<file path="config.mk">
export PLATFORM = sky130hd
export DESIGN_NAME = alu_share_arbiter
export DESIGN_NICKNAME = d
export VERILOG_FILES = /design/src/rtl/alu_share_arbiter.sv
export SDC_FILE = /design/constraint.sdc
export NUM_CORES = 1
export LEC_CHECK = 0
export BUFFER_PORTS_ARGS = -buffer_cell sky130_fd_sc_hd__buf_2
export CAP_MARGIN = 10
export CORE_MARGIN = 1
export CORE_UTILIZATION = 40
export DETAILED_ROUTE_END_ITERATION = 10
export GPL_ROUTABILITY_DRIVEN = 0
export GPL_TIMING_DRIVEN = 1
export HOLD_SLACK_MARGIN = 0.06
export MAX_ROUTING_LAYER = met4
export SETUP_SLACK_MARGIN = 0.05
export SKIP_CTS_REPAIR_TIMING = 1
export SYNTH_ARGS = -nofsm -noshare
export SYNTH_HDL_FRONTEND = slang
export SYNTH_SLANG_ARGS = --single-unit
</file>
<file path="constraint.sdc">
create_clock -name clk -period 17.93 [get_ports clk]
set_input_delay 2.6895 -clock clk [delete_from_list [all_inputs] [get_ports clk]]
set_output_delay 2.6895 -clock clk [all_outputs]
set_load 0.005 [all_outputs]
</file>
<file path="src/rtl/alu_share_arbiter.sv">
// alu_share_arbiter: round-robin sharing of one 4-bit ALU among NUM_REQ
// requesters, with a registered, error-flagged response channel.
module alu_share_arbiter #(
    parameter int unsigned NUM_REQ = 4,
    parameter int unsigned ID_W    = 2
) (
    input  logic                 clk,
    input  logic                 rst_n,
    input  logic [NUM_REQ-1:0]   req_valid,
    output logic [NUM_REQ-1:0]   req_ready,
    input  logic [4*NUM_REQ-1:0] req_op,
    input  logic [4*NUM_REQ-1:0] req_a,
    input  logic [4*NUM_REQ-1:0] req_b,
    output logic                 rsp_valid,
    input  logic                 rsp_ready,
    output logic [7:0]           rsp_data,
    output logic [ID_W-1:0]      rsp_id,
    output logic                 rsp_err,
    output logic                 busy
);

    localparam int unsigned OP_W  = 4;
    localparam int unsigned RES_W = 8;

    typedef enum logic [1:0] {
        IDLE = 2'd0,
        EXEC = 2'd1,
        RESP = 2'd2
    } state_t;

    typedef struct packed {
        logic [OP_W-1:0] op;
        logic [OP_W-1:0] a;
        logic [OP_W-1:0] b;
        logic [ID_W-1:0] id;
    } cmd_t;

    state_t             state_q, state_d;
    logic [ID_W-1:0]    rr_ptr_q, rr_ptr_d;
    cmd_t               cmd_q, cmd_d;
    logic               rsp_valid_q, rsp_valid_d;
    logic [RES_W-1:0]   rsp_data_q, rsp_data_d;
    logic [ID_W-1:0]    rsp_id_q, rsp_id_d;
    logic               rsp_err_q, rsp_err_d;

    logic               grant_found;
    logic [ID_W-1:0]    grant_idx;
    logic [ID_W-1:0]    scan_idx;
    logic [NUM_REQ-1:0] req_ready_c;
    logic [RES_W-1:0]   alu_data;
    logic               alu_err;
    logic [RES_W-1:0]   a8, b8;

    // Round-robin search: first valid requester at or above rr_ptr, wrapping.
    always_comb begin
        grant_found = 1'b0;
        grant_idx   = '0;
        scan_idx    = '0;
        for (int unsigned k = 0; k < NUM_REQ; k++) begin
            scan_idx = ID_W'((32'(rr_ptr_q) + k) % NUM_REQ);
            if (!grant_found && req_valid[scan_idx]) begin
                grant_found = 1'b1;
                grant_idx   = scan_idx;
            end
        end
    end

    // ALU on the captured command; zero-extended 8-bit arithmetic.
    always_comb begin
        a8       = {4'h0, cmd_q.a};
        b8       = {4'h0, cmd_q.b};
        alu_data = '0;
        alu_err  = 1'b0;
        case (cmd_q.op)
            4'd0:  alu_data = a8 + b8;
            4'd1:  alu_data = a8 - b8;
            4'd2:  alu_data = a8 * b8;
            4'd3: begin
                if (cmd_q.b == 4'd0) alu_err  = 1'b1;
                else                 alu_data = a8 / b8;
            end
            4'd4: begin
                if (cmd_q.b == 4'd0) alu_err  = 1'b1;
                else                 alu_data = a8 % b8;
            end
            4'd5:  alu_data = a8 & b8;
            4'd6:  alu_data = a8 | b8;
            4'd7:  alu_data = a8 ^ b8;
            4'd8:  alu_data = {4'h0, ~(cmd_q.a ^ cmd_q.b)};
            4'd9:  alu_data = {4'h0, ~cmd_q.a};
            4'd10: alu_data = {4'h0, ~cmd_q.b};
            4'd11: alu_data = (cmd_q.b >= 4'd8) ? '0 : (a8 << cmd_q.b);
            4'd12: alu_data = a8 >> cmd_q.b;
            default: alu_err = 1'b1;
        endcase
    end

    // FSM next-state, capture and response logic.
    always_comb begin
        state_d     = state_q;
        rr_ptr_d    = rr_ptr_q;
        cmd_d       = cmd_q;
        rsp_valid_d = rsp_valid_q;
        rsp_data_d  = rsp_data_q;
        rsp_id_d    = rsp_id_q;
        rsp_err_d   = rsp_err_q;
        req_ready_c = '0;
        case (state_q)
            IDLE: begin
                if (grant_found) begin
                    req_ready_c = NUM_REQ'(1) << grant_idx;
                    cmd_d.op    = req_op[OP_W*grant_idx +: OP_W];
                    cmd_d.a     = req_a[OP_W*grant_idx +: OP_W];
                    cmd_d.b     = req_b[OP_W*grant_idx +: OP_W];
                    cmd_d.id    = grant_idx;
                    rr_ptr_d    = ID_W'((32'(grant_idx) + 1) % NUM_REQ);
                    state_d     = EXEC;
                end
            end
            EXEC: begin
                rsp_data_d  = alu_data;
                rsp_err_d   = alu_err;
                rsp_id_d    = cmd_q.id;
                rsp_valid_d = 1'b1;
                state_d     = RESP;
            end
            RESP: begin
                if (rsp_ready) begin
                    rsp_valid_d = 1'b0;
                    state_d     = IDLE;
                end
            end
            default: state_d = IDLE;
        endcase
    end

    // State and datapath registers; reset discards any command in flight.
    always_ff @(posedge clk or negedge rst_n) begin
        if (!rst_n) begin
            state_q     <= IDLE;
            rr_ptr_q    <= '0;
            cmd_q       <= '0;
            rsp_valid_q <= 1'b0;
            rsp_data_q  <= '0;
            rsp_id_q    <= '0;
            rsp_err_q   <= 1'b0;
        end else begin
            state_q     <= state_d;
            rr_ptr_q    <= rr_ptr_d;
            cmd_q       <= cmd_d;
            rsp_valid_q <= rsp_valid_d;
            rsp_data_q  <= rsp_data_d;
            rsp_id_q    <= rsp_id_d;
            rsp_err_q   <= rsp_err_d;
        end
    end

    // Grant is suppressed while reset is held.
    assign req_ready = req_ready_c & {NUM_REQ{rst_n}};
    assign rsp_valid = rsp_valid_q;
    assign rsp_data  = rsp_data_q;
    assign rsp_id    = rsp_id_q;
    assign rsp_err   = rsp_err_q;
    assign busy      = (state_q != IDLE);

endmodule

</file>
==> impl_metrics.yaml <==
setup_path:
  cp_max_fo: 21
  r2r_start: "b8[1]"
  r2r_slack_ps: 7990
  critPathMostFrequentCell: "ha_1"
  path_depth: 39
  critPathBufInv: 1
  cp_slowest_cell: "dfrtp_1"
  critical_path_class: "flip-flop to flip-flop"
  worstPathRequired_ps: 18090
  reg2reg_depth: 39
  cp_slowest_stage_delay_ps: 850
  worstSetupEndpointType: "flip-flop"
  r2r_end: "rsp_data[1]"
  worstPathArrival_ps: 10090
  cp_top_family: "simple AND/OR/NAND/NOR gates"
  startpoint_type: "flip-flop"
synth:
  syn_area_per_cell_sq_um: 7.86
  ys_async_sr_fraction_pct: 100
  synth_edf_count: 0
  ys_top_cells_by_area: "dfrtp_1 16%, ha_1 16%, nand2_1 5.6%, mux2_2 5.4%, o21ai_0 4.8%"
  yosysWarnings: 0
  netlist.top_cell.by_area: "dfrtp_1"
  yosysMostFrequentCell: "nand2_1"
  synth_area_sq_mm: 0.00460
  synth.distinct_cells: 67
  synth_seq_area_share_pct: 16.3
  synthTopCellsByCount: "68 x nand2_1, 57 x ha_1, 44 x o21ai_0, 40 x nor2_1, 36 x a21oi_1"
  synth_seq_cells: 30
  synth_cells: 585
  synth_top_cell_area_share_pct: 16.3
  synthFlopType: "dfrtp_1"
sta:
  fin_skew_ps: 10.3
  finalHoldViolations: 0
  finalSetupTns_ps: 0
  finalCriticalPeriod_ps: 9940
  rsz0062_at_grt: "no"
  tightest_slew_ps: 1220
  period_share_pct: 55.4
  postLayoutSetupSlackWorst_ps: 7990
  timing.fmax_mhz: 101
  slew_viol_final: 0
  setup_viol: 0
  relSlewSlack_pct: 16.4
final_layout:
  multi_input_area_sq_mm: 0.00363
  nets: 759
  layoutNonFillerInstCount: 781
  post-route-cell-area_sq_mm: 0.00520
  antenna_cells: 0
  drive_gt1_share_pct: 18.7
  synthToLayoutAreaGrowth_pct: 13.1
  nFillCells: 1105
  regArea_sq_um: 751
placed_design:
  dp_cells: 773
  io_buffers: 71
  pre_cts_slack_ps: 8100
  placed_area_sq_mm: 0.00505
  hpwl_microns: 9710
min_path:
  min-delay-start: "cmd_q[0]"
  whs_path_depth: 2
  hold_path_end: "cmd_q[0]"
  hold_class: "flip-flop to flip-flop"
drt:
  drc_errors: 0
  final_antenna_net_count: 0
  drt_pre_antenna_iters: 5
  num_vias: 4474
  wl_per_cell_microns: 16.2
  first_iter_violations: 468
  routed_via_density: 5.73
  routed_wl_microns: 12600
floorplan:
  die_h_microns: 109
  io_pins: 72
  initial_utilization_pct: 41.7
  num_rows: 38
  die_w_microns: 109
  coreArea_sq_mm: 0.0110
  die-area_sq_mm: 0.0119
grt:
  grt_pass1_vias: 4186
  use_met2_pct: 37.1
  antenna_found_initial: 0
  busiest_layer: "met2"
  grt_max_degree: 35
  overflow: 0
  met3_usage_pct: 2.87
  grtUsageMet1_pct: 29.3
  grt_usage_pct: 22.5
  grt_pass1_wl_microns: 20500
clock_tree:
  cts_max_path_buffers: 2
  clkTransAtPathRegs_ps: 60
  clock_latency_ps: 280
  clock-sinks: 30
  cts_tree: "done"
  htreeDepth: 2
  numCtsBuffers: 5
  cts-root-buf: "clkbuf_16"
flow_run:
  cap_viol_max_count: 0
run_status:
  status: "finished, final reports clean"
## flip-flops by register name (all words and copies together), names as in the netlist
name and count:
state_q 2, b8 4, rsp_id 2, rsp_valid 1, rsp_data 8, rr_ptr_q 2
a8 4, rsp_err 1, cmd_q 6
## cell families after synthesis
logic type / after synthesis / share of synthesized area (%)
compound gates: 174 / 25.2
fa+ha+maj: 64 / 18.6
buf+inv: 60 / 5.12
flops: 30 / 16.3
simple gates: 192 / 20.4
xor+xnor: 20 / 3.81
mux: 44 / 10.5
other cells: 1 / 0.0816
## layer usage
metal  wire length, microns  vias to the layer above
met2                   5890                      172
met1                   5890                     2039
met4                    153                        0
met3                    698                       14
li1                       -                     2249
met5                      0                        -
## through the flow
| stage | utilization [%] | hold slack, ps |
|---|---|---|
| after global placement | 45.8 | 465 |
| after detailed placement | 45.8 | 473 |
| after CTS | 47.1 | 487 |
| final | 47.1 | 478 |
| after floorplan | - | 444 |
| after global routing | 47.1 | 514 |
## cells in the final DEF (no fill, tap or decap), types with 6 or more instances in the layout
master	n
inv_1	33
nand2_1	68
dfrtp_1	30
nor3_1	20
fa_1	7
nor2b_1	9
nor2_1	40
xnor2_1	14
nand2b_1	14
mux2i_1	21
ha_1	57
o21ai_0	44
buf_2	71
mux2_2	22
o211ai_1	14
a21oi_1	36
a31oi_1	11
xor2_1	6
o21a_1	11
nand3_1	8
a21o_1	6
and3_1	8
## worst max path at each step
stage,startpoint,slack [ps],end
detailed placement,b8[1],8100,rsp_data[1]
CTS,b8[1],8060,rsp_data[1]
global placement,b8[0],8510,rsp_data[1]
finish,b8[1],7990,rsp_data[1]
global route,b8[1],7150,rsp_data[1]
floorplan,b8[0],9210,rsp_data[1]
## worst reg2reg max path: cells and delay by family, from the launching register on
kind            cells  cell delay, ps
compound gates     17            3050
fa+ha+maj           6            2040
buf+inv             1             490
flops               1             850
mux                 1             150
simple gates       14            3230
## final cells by class
cell class / count / share of cell area, %
inverter: 33 / 2.38
multi-input combinational: 497 / 69.8
sequential: 30 / 14.4
tap: 140 / 3.37
clock inverter: 1 / 0.0963
clock buffer: 7 / 2.74
timing repair buffer: 73 / 7.13
Power is not shown: default switching activity piles up to over one toggle a cycle in this logic, so the estimate is an artifact.
